[src/rtl/pipe_pkg.sv]
// Shared types and constants for the pipeline hazard/forwarding controller.
// Forward-select encodings match the EX operand mux inputs in the datapath.
package pipe_pkg;

    localparam int unsigned PIPE_RADDR_W = 5;

    localparam logic [1:0] FWD_RF  = 2'b00;
    localparam logic [1:0] FWD_MEM = 2'b01;
    localparam logic [1:0] FWD_WB  = 2'b10;

    typedef struct packed {
        logic                    valid;
        logic                    wr_en;
        logic [PIPE_RADDR_W-1:0] wr_addr;
        logic                    mem_read;
    } stage_t;

    // A stage can source a forward when it really writes a non-zero register;
    // load data only exists once the stage is past MEM.
    function automatic logic fwd_src_ok(input stage_t s, input logic allow_load);
        return s.valid & s.wr_en & (s.wr_addr != '0) & (allow_load | ~s.mem_read);
    endfunction

endpackage

[src/rtl/pipe_fwd_sel.sv]
// Single-operand EX forwarding select: youngest producer (MEM) wins over WB.
module pipe_fwd_sel
    import pipe_pkg::*;
(
    input  logic                    uses,
    input  logic [PIPE_RADDR_W-1:0] src,
    input  stage_t                  mem_stage,
    input  stage_t                  wb_stage,
    output logic [1:0]              sel
);

    logic mem_hit;
    logic wb_hit;

    always_comb begin
        mem_hit = fwd_src_ok(mem_stage, 1'b0) & (mem_stage.wr_addr == src);
        wb_hit  = fwd_src_ok(wb_stage, 1'b1) & (wb_stage.wr_addr == src);
        sel     = FWD_RF;
        if (uses) begin
            if (mem_hit) begin
                sel = FWD_MEM;
            end else if (wb_hit) begin
                sel = FWD_WB;
            end
        end
    end

endmodule

[src/rtl/pipe_hazard_ctrl.sv]
// Hazard/forwarding controller for the 5-stage pipeline: keeps a shadow of the
// EX/MEM/WB destinations and drives stall, bubble, flush and bypass selects.
module pipe_hazard_ctrl
    import pipe_pkg::*;
#(
    parameter int unsigned RADDR_W      = PIPE_RADDR_W,
    parameter int unsigned MULTI_EX_LAT = 4
) (
    input  logic               clk,
    input  logic               rst_n,
    input  logic               id_valid,
    input  logic [RADDR_W-1:0] id_rs,
    input  logic [RADDR_W-1:0] id_rt,
    input  logic               id_uses_rs,
    input  logic               id_uses_rt,
    input  logic               id_wr_en,
    input  logic [RADDR_W-1:0] id_wr_addr,
    input  logic               id_mem_read,
    input  logic               id_multi,
    input  logic               ex_redirect,
    output logic               stall_if,
    output logic               stall_id,
    output logic               stall_ex,
    output logic               bubble_ex,
    output logic               bubble_mem,
    output logic               flush_id,
    output logic [1:0]         fwd_a_sel,
    output logic [1:0]         fwd_b_sel,
    output logic               fwd_id_a,
    output logic               fwd_id_b,
    output logic               ex_busy
);

    localparam int unsigned CNT_W = (MULTI_EX_LAT > 1) ? $clog2(MULTI_EX_LAT) : 1;
    localparam logic [CNT_W-1:0] CNT_LOAD = CNT_W'(MULTI_EX_LAT - 1);

    stage_t                  ex_q;
    stage_t                  mem_q;
    stage_t                  wb_q;
    stage_t                  ex_next;
    logic [PIPE_RADDR_W-1:0] ex_rs_q;
    logic [PIPE_RADDR_W-1:0] ex_rt_q;
    logic                    ex_uses_rs_q;
    logic                    ex_uses_rt_q;
    logic [CNT_W-1:0]        busy_cnt_q;

    logic [PIPE_RADDR_W-1:0] id_rs_w;
    logic [PIPE_RADDR_W-1:0] id_rt_w;
    logic [PIPE_RADDR_W-1:0] id_wr_addr_w;
    logic                    busy;
    logic                    redirect;
    logic                    id_dep_on_ex;
    logic                    load_use;
    logic                    ex_enter_valid;
    logic                    wb_bypass_ok;

    assign id_rs_w      = PIPE_RADDR_W'(id_rs);
    assign id_rt_w      = PIPE_RADDR_W'(id_rt);
    assign id_wr_addr_w = PIPE_RADDR_W'(id_wr_addr);

    always_comb begin
        busy         = (busy_cnt_q != '0);
        redirect     = ex_q.valid & ex_redirect;
        id_dep_on_ex = (id_uses_rs & (id_rs_w == ex_q.wr_addr))
                     | (id_uses_rt & (id_rt_w == ex_q.wr_addr));
        // Busy masks load-use; it re-evaluates once the multi-cycle op drains.
        load_use     = ~busy & fwd_src_ok(ex_q, 1'b1) & ex_q.mem_read
                     & id_valid & id_dep_on_ex;

        stall_if   = busy | (load_use & ~redirect);
        stall_id   = busy | (load_use & ~redirect);
        stall_ex   = busy;
        bubble_ex  = load_use | redirect;
        bubble_mem = busy;
        flush_id   = redirect;
        ex_busy    = busy;

        ex_enter_valid = id_valid & ~bubble_ex & ~redirect;
        wb_bypass_ok   = fwd_src_ok(wb_q, 1'b1);
        fwd_id_a       = wb_bypass_ok & (wb_q.wr_addr == id_rs_w);
        fwd_id_b       = wb_bypass_ok & (wb_q.wr_addr == id_rt_w);
    end

    always_comb begin
        ex_next          = '0;
        ex_next.valid    = ex_enter_valid;
        ex_next.wr_en    = id_wr_en;
        ex_next.wr_addr  = id_wr_addr_w;
        ex_next.mem_read = id_mem_read;
    end

    always_ff @(posedge clk) begin
        if (!rst_n) begin
            ex_q         <= '0;
            mem_q        <= '0;
            wb_q         <= '0;
            ex_rs_q      <= '0;
            ex_rt_q      <= '0;
            ex_uses_rs_q <= 1'b0;
            ex_uses_rt_q <= 1'b0;
            busy_cnt_q   <= '0;
        end else begin
            wb_q  <= mem_q;
            mem_q <= bubble_mem ? '0 : ex_q;
            if (!busy) begin
                ex_q         <= ex_next;
                ex_rs_q      <= id_rs_w;
                ex_rt_q      <= id_rt_w;
                // A bubble reads no sources, so it never requests a forward.
                ex_uses_rs_q <= id_uses_rs & ex_enter_valid;
                ex_uses_rt_q <= id_uses_rt & ex_enter_valid;
                busy_cnt_q   <= (ex_enter_valid & id_multi) ? CNT_LOAD : '0;
            end else begin
                busy_cnt_q <= busy_cnt_q - 1'b1;
            end
        end
    end

    pipe_fwd_sel u_fwd_a (
        .uses      (ex_uses_rs_q),
        .src       (ex_rs_q),
        .mem_stage (mem_q),
        .wb_stage  (wb_q),
        .sel       (fwd_a_sel)
    );

    pipe_fwd_sel u_fwd_b (
        .uses      (ex_uses_rt_q),
        .src       (ex_rt_q),
        .mem_stage (mem_q),
        .wb_stage  (wb_q),
        .sel       (fwd_b_sel)
    );

endmodule
[config.mk]
export PLATFORM = sky130hd
export DESIGN_NAME = pipe_hazard_ctrl
export DESIGN_NICKNAME = d
export VERILOG_FILES = /design/src/rtl/pipe_pkg.sv /design/src/rtl/pipe_fwd_sel.sv /design/src/rtl/pipe_hazard_ctrl.sv
export SDC_FILE = /design/constraint.sdc
export NUM_CORES = 1
export LEC_CHECK = 0
export CAP_MARGIN = 5
export CORE_ASPECT_RATIO = 0.6
export CORE_MARGIN = 2
export CORE_UTILIZATION = 37
export DETAILED_ROUTE_END_ITERATION = 12
export PLACE_DENSITY_LB_ADDON = 0.08
export SETUP_SLACK_MARGIN = 0.5
export SLEW_MARGIN = 20
export SYNTH_ARGS = -nofsm -noshare
export SYNTH_HDL_FRONTEND = slang
export SYNTH_HIERARCHICAL = 1
export SYNTH_SLANG_ARGS = --single-unit
[constraint.sdc]
create_clock -name clk -period 4.4 [get_ports clk]
set_clock_uncertainty 0.15 [all_clocks]
set_input_delay 1.32 -clock clk [delete_from_list [all_inputs] [get_ports clk]]
set_output_delay 1.32 -clock clk [all_outputs]
set_load 0.01 [all_outputs]
# After elaboration in Yosys (flattened, before gate mapping)
# Cells that the tools add are included.
word_totals:
  register_bits: 37
  wordCells: 72
classes:
  muxes: 8
  n_eq_ne: 8
  n_addsub: 1
  n_bitwise: 34
  reduce_logical: 5
ops:
  columns: ["op", "count"]
  rows:
  - ["$eq 5x5->1", 8]
  - ["$and 1x1->1", 26]
  - ["$mux 2", 8]
  - ["$reduce_bool 5->1", 3]
  - ["$not 1->1", 5]
  - ["$or 1x1->1", 3]
  - ["$reduce_bool 2->1", 1]
  - ["$reduce_or 2->1", 1]
  - ["$sub 2x1->2 const B", 1]

# Depth between registers and ports, before layout
logic_depth:
  word_depth: 13
  ltp_mapped: 5
  ltp_nobuf: 4

# Modules after synthesis
# Netlist, hierarchy kept.
modules_own_cells:
  columns: ["module", "instances", "seq_area_each_um2", "cells_each", "area_each_um2"]
  rows:
  - ["pipe_hazard_ctrl", 1, 760.7, 179, 1631.6]
  - ["pipe_fwd_sel", 2, 0.0, 23, 172.7]

# Worst setup path after synthesis
# Ideal clock, no wire load.
synth_timing:
  kind: "in2out"
  from: "input id_valid"
  to: "output stall_if"
  stages: 4
  arrival_ns: 2.427
  slack_ns: 0.503
  path_buffers: 1
  path_cell_list: "nor3b_1 o211ai_4 o31ai_1 buf_4"
synth_via:
  elab_chain_len: 4
synth_lines:
  columns: ["element", "line_no", "rtl"]
  rows:
  - ["start: declaration", "pipe_hazard_ctrl.sv:11", "input logic id_valid,"]
  - ["$and 1x1->1 (2 in a row)", "pipe_hazard_ctrl.sv:68", "& id_valid & id_dep_on_ex;"]
  - ["$and 1x1->1", null, null]
  - ["$or 1x1->1", null, null]
  - ["end: declaration", "pipe_hazard_ctrl.sv:21", "output logic stall_if,"]
# No other way between the ends.

# Worst setup path in the final report
layout_timing:
  from: "input id_rs[1]"
  to: "output bubble_ex"
layout_via:
  elab_chain_len: 5
layout_lines:
  columns: ["element", "line_no", "rtl"]
  rows:
  - ["start: declaration", "pipe_hazard_ctrl.sv:12", "input logic [RADDR_W-1:0] id_rs,"]
  - ["$eq 5x5->1", "pipe_hazard_ctrl.sv:64", "id_dep_on_ex = (id_uses_rs & (id_rs_w == ex_q.wr_addr))"]
  - ["$and 1x1->1", "pipe_hazard_ctrl.sv:64", null]
  - ["$or 1x1->1", "pipe_hazard_ctrl.sv:65", "| (id_uses_rt & (id_rt_w == ex_q.wr_addr));"]
  - ["$and 1x1->1", "pipe_hazard_ctrl.sv:68", null]
  - ["$or 1x1->1", "pipe_hazard_ctrl.sv:73", "bubble_ex = load_use | redirect;"]
  - ["end: declaration", "pipe_hazard_ctrl.sv:24", "output logic bubble_ex,"]
# No other way between the ends.

==> reports/summary.txt <==
Normalized max-slew margin = 0.721
Actual slew at the worst max-slew pin = 0.418 ns
Post-Layout Inst Area = 2780 um2
Worst vdd ir = 0.000201 V
Ant diodes = 0
Status = finished clean
Clock Path Buffers = 2
Die height = 60.2 um
Layout cells sized above 1 = 0.302
CTS tree = done
Crit start category = input pin
Clock Sink Count = 37
Post-route minimum period = 3.88 ns
Setup Viol. Count Final = 0
Initial DRC Count = 66
Max Clock Freq = 258 MHz
Final period utilization = 0.882
H-tree depth = 2
Routed Antenna Nets = 0
R2r worst-path depth = 18
Final Wtd Congestion = 0.860
Root Buffer = clkbuf_8
Post-Synthesis Cell Area = 1950 um2
Number of global-route vias before repair = 1,652
MaxCap Viol Count = 0
Total GRT Usage = 0.192
Global-route wire length before repair = 8580 um
Worst Slack Setup Final = 0.520 ns
Commonest non-fill, non-tap cells in the layout = nand2_1, dfxtp_1, buf_4
Row Count = 20
Syn nets = 247
Port buffer count = 36
Hold worst-path end = ex_q[0]
Worst hold path depth = 2
Core area = 5080 um2
Worst R2R End = ex_uses_rs_q
Post-Syn Area per Cell = 8.75 um2
R2R Path Start = ex_q[2]
Fin Hold WS = 0.338 ns
Wirelength per Cell = 15.2 um
Area after DPL = 2480 um2
Most common cell after layout, fill and taps aside = nand2_1
Gate Count Post-Synth = 223
Die footprint = 5890 um2
WP data required = 2.93 ns
Hold Path Class = register to register
Inserted Clock Buffers = 5
Grt ovf = 0
R2R Setup Slk = 1.24 ns
Yosys Warn Count = 6
Via count = 1,740
Worst Min Path Start = ex_q[0]
Starting Density = 0.384
Largest net degree at the start of global routing = 39
Dpl ws = -0.367 ns
Crit end category = primary output
Clock Pin Slew Worst Setup and Hold Paths = 0.07 ns
WS Path Type = input pin to primary output
Final Hold Viols = 0
P_leak = 1.23 nW
Area Overhead vs Synth = 42.3%
RSZ-0062 raised after global routing = yes
Die width = 97.7 um
Worst Path Max Fanout = 2
Hold_buf cts = 0
CP Data Arrival Time = 2.41 ns
Hpwl dp = 3780 um
Final WL = 5410 um
Drt drc = 0
Antenna violations before repair = 0
IO Pins = 37
Final Max Tran Viols = 0
Power per cell area = 354 nW/um2
First-pass iteration count of the detailed router = 4
Clk_lat worst skew = 0.29 ns
DR vias/cell = 4.87
Final net count = 314
## critical path, cell delays in order
cell and delay (ns):
buf_8 0.10, xnor2_2 0.11, nand4_1 0.18, o22a_1 0.31
buf_6 0.15, o21ai_2 0.10, buf_2 0.14
## registers in the layout, indices dropped and copies added, names as in the netlist
signal,cells
busy_cnt_q,2
ex_q,8
ex_rs_q,5
ex_rt_q,5
ex_uses_rs_q,1
ex_uses_rt_q,1
mem_q,8
wb_q,7
## what timing repair did
item,in CTS,in global routing
setup buffers,14,2
cloned,0,0
gates resized for setup,78,9
pin swaps,17,5
endpoints found under the setup margin,6,10
## where the power goes
group / internal (mW) / switching (mW)
clock network: 0.142 / 0.118
logic: 0.153 / 0.139
registers: 0.373 / 0.0581
total: 0.668 / 0.315
## per-stage QoR
stage / cells / util / power (mW) / setup TNS [ns]
floorplan: 223 / - / 0.591 / 0
global placement: 333 / 0.489 / 0.698 / -1.35
detailed placement: 333 / 0.489 / 0.700 / -1.30
CTS: 355 / 0.539 / 0.981 / 0
global route: 357 / 0.546 / 1.04 / 0
finish: 357 / 0.546 / 0.983 / 0
## worst max-delay path by stage
stage | endpoint | slack [ns] | start
after floorplan | stall_if | 0.50 | id_valid
after global placement | stall_if | -0.39 | id_rs[1]
after detailed placement | stall_if | -0.37 | id_rs[1]
after CTS | stall_if | 0.50 | id_rs[1]
after global routing | ex_uses_rs_q | 0.46 | id_rt[2]
final | bubble_ex | 0.52 | id_rs[1]
## final cells by class
| cell class | instances | area [um2] |
|---|---|---|
| Fill cell | 467 | 2300 |
| Multi-Input combinational cell | 171 | 1250 |
| Sequential cell | 37 | 741 |
| Timing Repair Buffer | 71 | 589 |
| Clock buffer | 7 | 96.3 |
| Tap cell | 66 | 82.6 |
| Inverter | 4 | 15.0 |
| Clock inverter | 1 | 5.00 |
## metal layers
layer / track usage / share of wire / up-vias
met4: 0.0556 / 0.018 / 0
met2: 0.295 / 0.41 / 35
met5: 0 / 0 / -
li1: - / - / 905
met1: 0.272 / 0.54 / 789
met3: 0.0444 / 0.037 / 11
Note: power is estimated with default switching activity, not from simulation.
